$ cat src/rtl/alu_uart_sequencer_pkg.sv
// Shared types and constants for the ALU/UART frame sequencer.
// Frame layout is SYNC, result[15:8], result[7:0]. The high byte is optional.
package alu_uart_sequencer_pkg;

  typedef enum logic [2:0] {
    ST_IDLE  = 3'd0,
    ST_EXEC  = 3'd1,
    ST_LOAD  = 3'd2,
    ST_START = 3'd3,
    ST_ACK   = 3'd4,
    ST_DRAIN = 3'd5
  } state_t;

  typedef logic [1:0] byte_idx_t;

  localparam byte_idx_t IDX_SYNC = 2'd0;
  localparam byte_idx_t IDX_HI   = 2'd1;
  localparam byte_idx_t IDX_LO   = 2'd2;

  localparam logic [7:0] DEFAULT_SYNC_BYTE = 8'hA5;

endpackage

$ cat src/rtl/alu_uart_sequencer_seq_ack_timer.sv
// Loadable 4-bit down-counter that bounds the wait for the UART busy acknowledge.
// With load_val = N, expired is raised on the N-th enabled cycle after the load.
module seq_ack_timer (
  input  logic       clock,
  input  logic       reset,
  input  logic       load,
  input  logic [3:0] load_val,
  input  logic       en,
  output logic       expired
);

  logic [3:0] cnt;

  always_ff @(posedge clock or posedge reset) begin
    if (reset)                  cnt <= 4'd0;
    else if (load)              cnt <= load_val;
    else if (en && cnt != 4'd0) cnt <= cnt - 4'd1;
  end

  assign expired = en && (cnt == 4'd1);

endmodule

$ cat src/rtl/alu_uart_sequencer.sv
// Takes one ALU request at a time and captures the 16-bit result.
// The result is then sent to UART_TX as a SYNC-framed byte stream.
module alu_uart_sequencer
  import alu_uart_sequencer_pkg::*;
#(
  parameter logic [7:0]  SYNC_BYTE   = DEFAULT_SYNC_BYTE,
  parameter bit          SEND_HIGH   = 1'b1,
  parameter int unsigned ACK_TIMEOUT = 15
) (
  input  logic        clock,
  input  logic        reset,
  input  logic        req_valid,
  output logic        req_ready,
  input  logic [7:0]  req_a,
  input  logic [7:0]  req_b,
  input  logic [2:0]  req_opcode,
  output logic [7:0]  alu_a,
  output logic [7:0]  alu_b,
  output logic [2:0]  alu_opcode,
  input  logic [15:0] alu_result,
  output logic        uart_start,
  output logic [7:0]  uart_data,
  input  logic        uart_busy,
  output logic        frame_done,
  output logic        frame_err,
  output logic [15:0] result_q,
  output logic [7:0]  frame_count
);

  state_t    state, state_nx;
  byte_idx_t byte_idx;
  logic      accept, tmr_load, tmr_expired;

  assign accept = req_valid && req_ready;

  seq_ack_timer u_ack_timer (
    .clock    (clock),
    .reset    (reset),
    .load     (tmr_load),
    .load_val (4'(ACK_TIMEOUT)),
    .en       (state == ST_ACK),
    .expired  (tmr_expired)
  );

  always_ff @(posedge clock or posedge reset) begin
    if (reset) state <= ST_IDLE;
    else       state <= state_nx;
  end

  always_comb begin
    state_nx   = state;
    uart_start = 1'b0;
    frame_done = 1'b0;
    frame_err  = 1'b0;
    tmr_load   = 1'b0;
    case (state)
      ST_IDLE:  if (accept) state_nx = ST_EXEC;
      ST_EXEC:  state_nx = ST_LOAD;
      ST_LOAD:  state_nx = ST_START;
      ST_START: begin
        uart_start = 1'b1;
        tmr_load   = 1'b1;
        state_nx   = ST_ACK;
      end
      // Busy seen on the final timer cycle still counts as an acknowledge.
      ST_ACK: begin
        if (uart_busy) state_nx = ST_DRAIN;
        else if (tmr_expired) begin
          frame_err = 1'b1;
          state_nx  = ST_IDLE;
        end
      end
      ST_DRAIN: begin
        if (!uart_busy) begin
          if (byte_idx == IDX_LO) begin
            frame_done = 1'b1;
            state_nx   = ST_IDLE;
          end else begin
            state_nx = ST_LOAD;
          end
        end
      end
      default: state_nx = ST_IDLE;
    endcase
  end

  // req_ready is registered so that it stays low out of reset until the first real IDLE cycle.
  always_ff @(posedge clock or posedge reset) begin
    if (reset) begin
      req_ready   <= 1'b0;
      alu_a       <= 8'd0;
      alu_b       <= 8'd0;
      alu_opcode  <= 3'd0;
      result_q    <= 16'd0;
      uart_data   <= 8'd0;
      byte_idx    <= IDX_SYNC;
      frame_count <= 8'd0;
    end else begin
      req_ready <= (state_nx == ST_IDLE);
      if (state == ST_IDLE && accept) begin
        alu_a      <= req_a;
        alu_b      <= req_b;
        alu_opcode <= req_opcode;
      end
      if (state == ST_EXEC) begin
        result_q <= alu_result;
        byte_idx <= IDX_SYNC;
      end
      if (state == ST_LOAD) begin
        case (byte_idx)
          IDX_SYNC: uart_data <= SYNC_BYTE;
          IDX_HI:   uart_data <= result_q[15:8];
          default:  uart_data <= result_q[7:0];
        endcase
      end
      if (state == ST_DRAIN && !uart_busy && byte_idx != IDX_LO)
        byte_idx <= (byte_idx == IDX_SYNC && !SEND_HIGH) ? IDX_LO : byte_idx + 2'd1;
      if (frame_done)
        frame_count <= frame_count + 8'd1;
    end
  end

endmodule

$ cat config.mk
export PLATFORM = sky130hd
export DESIGN_NAME = alu_uart_sequencer
export DESIGN_NICKNAME = d
export VERILOG_FILES = /design/src/rtl/alu_uart_sequencer_pkg.sv /design/src/rtl/alu_uart_sequencer_seq_ack_timer.sv /design/src/rtl/alu_uart_sequencer.sv
export SDC_FILE = /design/constraint.sdc
export NUM_CORES = 1
export LEC_CHECK = 0
export ABC_AREA = 1
export BUFFER_PORTS_ARGS = -buffer_cell sky130_fd_sc_hd__buf_2
export CAP_MARGIN = 10
export CELL_PAD_IN_SITES_DETAIL_PLACEMENT = 1
export CELL_PAD_IN_SITES_GLOBAL_PLACEMENT = 1
export CORE_MARGIN = 2
export CORE_UTILIZATION = 39
export DETAILED_ROUTE_END_ITERATION = 16
export PLACE_DENSITY = 0.89
export SYNTH_ARGS = -nofsm -noshare
export SYNTH_HDL_FRONTEND = slang
export SYNTH_SLANG_ARGS = --single-unit
$ cat constraint.sdc
create_clock -name clock -period 2.4 [get_ports clock]
set_input_delay 0.12 -clock clock [delete_from_list [all_inputs] [get_ports clock]]
set_output_delay 0.12 -clock clock [all_outputs]
set_load 0.03 [all_outputs]
==> results of run 1 <==
==> kinds of logic after synthesis <==
| kind of cell | share of synthesized area |
|---|---|
| AOI/OAI and AO/OA | 0.08256 |
| xor gates and xnor gates | 0.01623 |
| adders and majority gates | 0.02783 |
| buffers and inverters | 0.08488 |
| DFF | 0.5659 |
| and+or+nand+nor | 0.2226 |
==> cells in the final DEF (no fill, tap or decap), types with 2 or more instances in the layout <==
cell type,netlist,routed
nand2_1,109,109
a2bb2oi_1,4,4
xnor2_1,4,4
nand3_1,18,18
inv_2,3,4
buf_2,1,93
o21ai_0,24,24
a21oi_1,4,4
bufinv_16,0,2
nor3_1,2,2
dfrtp_1,61,61
buf_4,3,3
clkbuf_1,2,2
o221ai_1,4,4
nor2_1,12,12
ha_1,6,6
clkinv_2,0,3
inv_1,41,40
clkbuf_8,0,9
dlygate4sd3_1,0,13
==> routing by layer <==
metal,GRT usage,up-vias
met2,0.3796,82
li1,-,1188
met4,0.08811,0
met1,0.2423,1183
met5,0,-
met3,0.04076,12
==> tightest hold or removal path, delay by kind of cell <==
family,cells,cell delay [ns]
buffers and inverters,3,0.73
==> per-stage QoR <==
step	instance area, um^2	std cells	utilization	power, W
4_1_cts	3565	506	0.5276	0.004965
3_5_place_dp	3228	477	0.4778	0.003947
2_1_floorplan	2698	309	-	0.003270
5_1_grt	3565	506	0.5276	0.005276
3_3_place_gp	3228	477	0.4778	0.003840
6_report	3565	506	0.5276	0.004927
==> where the power goes <==
part           switching (W)  internal (W)
clock network       0.000398      0.000580
logic                0.00154      0.000629
registers           0.000328       0.00145
total                0.00226       0.00266
==> how the worst max path moves through the flow <==
stage	start	endpoint	cells past startpoint
floorplan	reset	alu_a[0]	1
finish	byte_idx[0]	frame_done	5
global placement	state[2]	uart_data[2]	5
CTS	byte_idx[0]	frame_done	5
detailed placement	state[2]	uart_data[5]	5
global route	byte_idx[0]	frame_done	5
==> cell type report <==
class	count	share of cell area
clock inverter	5	0.02106
sequential	61	0.4282
clock buffer	11	0.03686
tap	80	0.02808
timing repair buffer	109	0.1734
inverter	45	0.04809
multi-input combinational	195	0.2643
==> state kept, by name, summed over array words and instances, names as in the netlist <==
| name | flops |
|---|---|
| u_ack_timer.cnt | 4 |
| alu_b | 8 |
| byte_idx | 2 |
| state | 3 |
| req_ready | 1 |
| alu_opcode | 3 |
| alu_a | 8 |
| result_q | 16 |
| uart_data | 8 |
| frame_count | 8 |
==> metrics, run 1 <==
status=finished with violations; failing checks=hold timing; worst reg2reg endpoint=uart_data[5]; # hold bufs at CTS=13; via count=2465; PwrDens=1382 nW/um^2; DRT antenna net count=0; critical setup path kind=reg -> out; antenna violations before repair=0; fill count=830; buffers and inverters on the worst path=2; placer congestion estimate=0.7464; initial core utilization=0.3993; first-pass GRT wire length=12.23 mm; CTS sink count=61; Post-synth top flop=dfrtp_1; Rel. slew slack=0.4852; Yosys top cell area share=0.5659; M1 WL=3.059 mm; CP Capture Type=output pin; Worst path top cell family by delay=flip-flops; Overall Global Routing Usage=0.2104; period utilization=0.7103; Slew @ Worst Pin=0.7722 ns; Distinct cells, synth=26; hpwl dp=5.326 mm; Site Rows=30; fin crit period=1.705 ns; final slew viol count=0; setup ws final=0.6952 ns; post-synthesis async set-or-reset flop share=1.000; largest net degree at the start of global routing=62; CTS Buf Count=9; PostCTS Resize Cnt=0; Post-Syn Instances=309; Net Count, Synth=354; setup skew after layout=0.01295 ns; Die X=87.17 um; layout cell share with drive strength beyond 1=0.2793; Synth warnings=0; DR top layer=met4; GRT overflow=0; VDD IR max=0.9013 mV; Routed WL per cell=14.81 um; Hold WC Path Type=in -> async; Die Area=7598 um^2; dominant cell type by area after synthesis=dfrtp_1; area grow syn2layout=32.14%; CP max stage cell=dfrtp_1; Reg2Reg Depth=5; largest fanout on the critical path=8; pre-CTS WS=0.7792 ns; # setup viols final=0; WL met3=387 um; EDFF count, synth=0; DRT iter0 DRCs=75; sequential area share after synthesis=0.5659; reg2reg start=state[2]; IO buf count=93; Worst setup SP type=flip-flop; Setup TNS=0 ns; area of the multi-input gates=942.2 um^2; unrepaired setup endpoints after global routing=no; syn_area_per_cell=8.730 um^2; Cell Area, Synth=2698 um^2; # nets final=466; WP data required=2.28 ns; Worst-path clk slew=0.07 ns; Max Root-Sink Buffers=2; Reg2Reg Setup Slack=0.73 ns; hold slack=-0.004539 ns; Max-Cap Viols=0; WL final=7.492 mm; Final Hold Fails=4; worst-skew pair later-pin latency=0.34 ns; DRT Pass-1 Iters=4; critical path arrival=1.58 ns; CP cell instances=inv_1 > ha_1 > nand2_1 > nor2_4 > buf_2; I/O pin count=94; number of remaining DRC errors=0; leakage power=2.023 nW; WL met2=3.879 mm; synth top area cells=dfrtp_1 57%, nand2_1 15%, inv_1 5.7%; TritonCTS clock tree=yes; H-tree Lvls=3; count leader, synth=nand2_1; Max Fclk=586.6 MHz; Die Ht=87.17 um; Core Area=6756 um^2; critical path's largest stage delay=0.38 ns; register bit count reported by yosys=61; commonest cells in the netlist=109 x nand2_1, 61 x dfrtp_1, 41 x inv_1, 24 x o21ai_0, 18 x nand3_1; Root Buffer=clkbuf_8; vias per cell=4.872; Setup Buffers After CTS=0; vias in the first global route=2593; Inserted Diodes=0; register area=1526 um^2
Note: power is estimated with default switching activity, not from simulation.
==> run 2: changes to the inputs <==
--- a/config.mk
+++ b/config.mk
@@ -11,9 +11,9 @@
 export CELL_PAD_IN_SITES_DETAIL_PLACEMENT = 1
 export CELL_PAD_IN_SITES_GLOBAL_PLACEMENT = 1
 export CORE_MARGIN = 2
-export CORE_UTILIZATION = 39
+export CORE_UTILIZATION = 32
 export DETAILED_ROUTE_END_ITERATION = 16
-export PLACE_DENSITY = 0.89
+export PLACE_DENSITY = 0.78
 export SYNTH_ARGS = -nofsm -noshare
 export SYNTH_HDL_FRONTEND = slang
 export SYNTH_SLANG_ARGS = --single-unit
==> constraint.sdc (replaced) <==
create_clock -name clock -period 1.35 [get_ports clock]
set_input_delay 0.0675 -clock clock [delete_from_list [all_inputs] [get_ports clock]]
set_output_delay 0.0675 -clock clock [all_outputs]
set_load 0.03 [all_outputs]
==> metrics, run 2 (synthesis results as in run 1) <==
status=finished with violations; failing checks=setup timing; leakage power=2.399 nW (+19%); # setup viols final=6 (+6); met1 Track Usage GR=0.2152 (-0.02701); layout cell share with drive strength beyond 1=0.3846 (+0.1053); Max Root-Sink Buffers=2 (unchanged); Routed WL per cell=16.01 um (+8.1%); vias in the first global route=2733 (+5.4%); Core Area=8175 um^2 (+21%); DRT antenna net count=0 (unchanged); largest net degree at the start of global routing=62 (unchanged); # nets final=521 (+12%); post-route cell area=4458 um^2 (+25%); Biggest register=result_q; largest fanout on the critical path=2 (-6); unrepaired setup endpoints after global routing=yes; TritonCTS clock tree=yes; initial core utilization=0.3300 (-0.06929); Pwr Total=0.01054 W (+110%); PwrDens=2365 nW/um^2 (+71%); CP Capture Type=output pin; commonest non-fill, non-tap cell in the layout=nand2_1; I/O pin count=94 (unchanged); critical path arrival=1.43 ns (-0.15 ns); Overall Global Routing Usage=0.1796 (-0.03076); setup ws final=-0.1482 ns (-0.8434 ns); IO buf count=93 (unchanged); fin crit period=1.498 ns; vias per cell=4.666 (-4.2%); critical path launch point=u_ack_timer.cnt[1]; most frequent cells in the layout=102 x nand2_1, 90 x buf_2, 58 x dfrtp_1, 36 x dlygate4sd3_1, 34 x inv_1; WL final=9.383 mm (+25%); Worst setup SP type=flip-flop; WP data required=1.28 ns (-1.00 ns); via count=2734 (+11%); met2 GRT Util=0.3100 (-0.06957); hold path cells=5; Reg2Reg Depth=7 (+2); hpwl dp=5.049 mm (-5.2%); max reg flops=16 (unchanged); GRT met3 Usage=0.04855 (+0.007793); reg2reg start=state[1]; Root Buffer=clkbuf_8; DRT iter0 DRCs=57 (-24%); GRT overflow=0 (unchanged); Die Area=9181 um^2 (+21%); placer congestion estimate=0.7879 (+5.6%); Setup TNS=-0.2111 ns (-0.2111 ns); setup skew after layout=0.007580 ns (-0.005371 ns); final slew viol count=0 (unchanged); CTS sink count=61 (unchanged); CTS Buf Count=9 (unchanged); pre-CTS WS=-0.01639 ns (-0.7956 ns); period utilization=1.110; Rel. slew slack=0.7804 (+0.2952); antenna violations before repair=0 (unchanged); worst-skew pair later-pin latency=0.34 ns (about the same); gr busiest metal=met2; Hold WC Path Type=in -> reg; Worst-path clk slew=0.07 ns (about the same); Slew @ Worst Pin=0.3294 ns (-0.4427 ns); Max-Cap Viols=0 (unchanged); VDD IR max=1.263 mV (+40%); DRT Pass-1 Iters=4 (unchanged); critical setup path kind=reg -> out; area grow syn2layout=65.26%; H-tree Lvls=3 (unchanged); Die X=95.82 um (+9.9%); Hold Crit Start=uart_busy; Site Rows=33 (+10%); first-pass GRT wire length=12.65 mm (+3.4%); Inserted Diodes=0 (unchanged); Max Fclk=667.5 MHz; Final Hold Fails=0 (-4); number of remaining DRC errors=0 (unchanged); Die Ht=95.82 um (+9.9%); hold slack=0.1680 ns (+0.1725 ns); Cell Area, Placed=3341 um^2 (+3.5%)
[run 2: layout make-up]
type | count | area [um^2]
Fill cell | 963 | 3717
Sequential cell | 61 | 1530
Timing Repair Buffer | 164 | 1259
Clock inverter | 4 | 95.09
Clock buffer | 12 | 145.1
Inverter | 45 | 187.7
Tap cell | 105 | 131.4
Multi-Input combinational cell | 195 | 1110
[run 2: critical path, stage by stage, from the launching register on]
cell	delay, ns
dfrtp_1	0.40
inv_2	0.08
ha_4	0.12
nand4_1	0.13
nor3_2	0.16
buf_4	0.19
[run 2: layer usage]
metal / vias up / routed length (um) / part of all wire
li1: 1300 / - / -
met2: 85 / 4966 / 0.53
met3: 18 / 420 / 0.045
met1: 1331 / 3786 / 0.40
met5: - / 0 / 0
met4: 0 / 209 / 0.022
[run 2: timing repair]
item	CTS	global route
pin swaps	3	16
hold buffers	34	2
setup endpoints to repair	4	41
cloned	0	6
gates resized for setup	18	46
endpoints found under the hold margin	94	2
buffers inserted	10	11
[run 2: power by group]
group	internal (W)	total (W)	switching, W
clock network	0.00128	0.00203	0.000752
logic	0.00201	0.00528	0.00327
registers	0.00259	0.00323	0.000638
total	0.00588	0.0105	0.00466
[run 2: final timing paths]
check | end | slack (ns)
max reg2reg | result_q[10] | -0.03
max in group asynchronous | u_ack_timer.cnt[0] | 0.72
min in group asynchronous | result_q[13] | 0.36
min | state[0] | 0.17
min reg2reg | frame_count[7] | 0.47
max | frame_err | -0.15
[run 2: stage by stage]
step / cells / util
after detailed placement: 507 / 0.4086
after global routing: 586 / 0.5453
final: 586 / 0.5453
after floorplan: 309 / -
after CTS: 567 / 0.4951
after global placement: 507 / 0.4086
==> run 3: changes to the inputs <==
--- a/config.mk
+++ b/config.mk
@@ -7,13 +7,13 @@
 export LEC_CHECK = 0
 export ABC_AREA = 1
 export BUFFER_PORTS_ARGS = -buffer_cell sky130_fd_sc_hd__buf_2
-export CAP_MARGIN = 10
+export CAP_MARGIN = 20
 export CELL_PAD_IN_SITES_DETAIL_PLACEMENT = 1
 export CELL_PAD_IN_SITES_GLOBAL_PLACEMENT = 1
-export CORE_MARGIN = 2
-export CORE_UTILIZATION = 32
+export CORE_UTILIZATION = 34
+export CTS_BUF_LIST = sky130_fd_sc_hd__clkbuf_2 sky130_fd_sc_hd__clkbuf_4 sky130_fd_sc_hd__clkbuf_8
 export DETAILED_ROUTE_END_ITERATION = 16
-export PLACE_DENSITY = 0.78
+export PLACE_DENSITY = 0.82
 export SYNTH_ARGS = -nofsm -noshare
 export SYNTH_HDL_FRONTEND = slang
 export SYNTH_SLANG_ARGS = --single-unit
==> metrics, run 3 (synthesis results as in run 1) <==
number of remaining DRC errors=0 (unchanged); Worst setup SP type=flip-flop; Site Rows=32 (-3.0%); worst-skew pair later-pin latency=0.36 ns (+0.02 ns); H-tree Lvls=3 (unchanged); unrepaired setup endpoints after global routing=yes; setup skew after layout=0.02274 ns (+0.01516 ns); layout cell share with drive strength beyond 1=0.4958 (+0.1112); Max Root-Sink Buffers=2 (unchanged); WP data required=1.59 ns (+0.31 ns); antenna violations before repair=0 (unchanged); Routed WL per cell=20.55 um (+28%); Hold WC Path Type=in -> reg; via count=2874 (+5.1%); Max-Cap Viols=0 (unchanged); Biggest register=result_q; dpl cells=508 (+0.20%); largest fanout on the critical path=8 (+6); Die Area=8295 um^2 (-9.6%); critical setup path kind=reg -> reg; period utilization=1.119 (+0.008936); CTS sink count=61 (unchanged); Die Ht=91.08 um (-4.9%); WL final=11.88 mm (+27%); most frequent cells in the layout=91 x buf_2, 59 x dfrtp_1, 58 x nand2_1, 37 x nand2_2, 35 x dlygate4sd3_1; Overall Global Routing Usage=0.2090 (+0.02945); I/O pin count=94 (unchanged); DRT antenna net count=0 (unchanged); placer congestion estimate=0.7714 (-2.1%); Slew @ Worst Pin=0.5189 ns (+0.1895 ns); IO buf count=93 (unchanged); vias per cell=4.972 (+6.6%); first-pass GRT wire length=13.68 mm (+8.1%); # setup viols final=47 (+41); max reg flops=16 (unchanged); GRT overflow=0 (unchanged); vias in the first global route=2825 (+3.4%); Cell Area, Placed=3367 um^2 (+0.79%); Pwr Total=0.01117 W (+6.0%); Die X=91.08 um (-4.9%); # nets final=516 (-0.96%); initial core utilization=0.3509 (+0.02095); setup ws final=-0.1603 ns (-0.01206 ns); Core Area=7687 um^2 (-6.0%); final slew viol count=0 (unchanged); Max Fclk=662.1 MHz (-0.80%); Worst-path clk slew=0.08 ns (about the same); hold slack=-0.01074 ns (-0.1787 ns); VDD IR max=1.358 mV (+7.5%); hpwl dp=5.215 mm (+3.3%); Root Buffer=clkbuf_8; CP Capture Type=flip-flop; DRT Pass-1 Iters=4 (unchanged); CTS Buf Count=9 (unchanged); area grow syn2layout=69.16%; Non-Filler Instances=578 (-1.4%); post-route cell area=4563 um^2 (+2.4%); Rel. slew slack=0.6533 (-0.1271); DRT iter0 DRCs=113 (+98%); critical path arrival=1.75 ns (+0.32 ns); leakage power=2.372 nW (-1.1%); PwrDens=2449 nW/um^2 (+3.5%); commonest non-fill, non-tap cell in the layout=buf_2; TritonCTS clock tree=yes; largest net degree at the start of global routing=39 (-37%); Inserted Diodes=0 (unchanged); Final Hold Fails=1 (+1); failing checks=hold timing, setup timing; fin crit period=1.510 ns (+0.01206 ns); status=finished with violations
## run 3: cell count changes in the layout (fill, tap and decap cells not counted), sizes merged
cell | previous run | this run
dlygate4sd3 | 36 | 35
clkinvlp | 1 | 3
buf | 123 | 121
bufinv | 3 | 2
clkbuf | 17 | 14
## run 3: final cells by class
cell class	count	area, um^2
well taps	102	127.6
fillers	867	3124
clock buffers	11	138.9
clock inverters	5	83.83
multi-input cells	195	1299
inverters	45	187.7
flip-flops and latches	61	1529
repair buffers	159	1197
## run 3: layer usage
| metal | part of all wire | up-vias | global-route usage |
|---|---|---|---|
| met5 | 0 | - | 0 |
| met4 | 0.046 | 0 | 0.07407 |
| met3 | 0.042 | 42 | 0.03936 |
| met2 | 0.52 | 114 | 0.3794 |
| met1 | 0.39 | 1422 | 0.2453 |
| li1 | - | 1296 | - |
## run 3: power by group
group / internal, W / leakage, nW / switching, W
combinational: 0.00212 / 1.51 / 0.00373
clock: 0.00109 / 0.107 / 0.000830
sequential: 0.00259 / 0.759 / 0.000824
## run 3: metrics by stage
stage	setup slack, ns	hold slack [ns]	util	setup TNS [ns]
after floorplan	-0.01177	0.1798	-	-0.01177
after global placement	0.04319	0.1100	0.4380	0
after detailed placement	-0.02608	0.1226	0.4380	-0.02608
after CTS	-0.2109	0.003574	0.5210	-0.5915
after global routing	-0.2202	-0.006065	0.5936	-7.026
final	-0.1603	-0.01074	0.5936	-3.166
## run 3: final timing paths
check | end | from | cells after the start | slack, ns
worst max-delay path | alu_a[0] | state[0] | 6 | -0.16
worst min-delay path | alu_a[3] | req_a[3] | 3 | -0.01
worst max register to register | alu_a[0] | state[0] | 6 | -0.16
worst min register to register | frame_count[7] | frame_count[7] | 1 | 0.47
max in group asynchronous | alu_opcode[1] | reset | 4 | 0.37
min in group asynchronous | frame_count[5] | reset | 3 | 0.33
## run 3: worst max-delay path, stage by stage, from the launching register on
cell	delay, ns
dfrtp_1	0.41
buf_6	0.15
buf_12	0.12
nor2_4	0.09
nand3_4	0.18
clkbuf_16	0.23
o21ai_1	0.22
## run 3: repair_timing
item,4_1_cts,5_1_grt
endpoints found under the setup margin,13,58
hold endpoints to repair,51,0
pin swaps,4,11
cloned,0,7
gates resized for setup,12,130
setup buffers,4,9
hold buffers,35,0
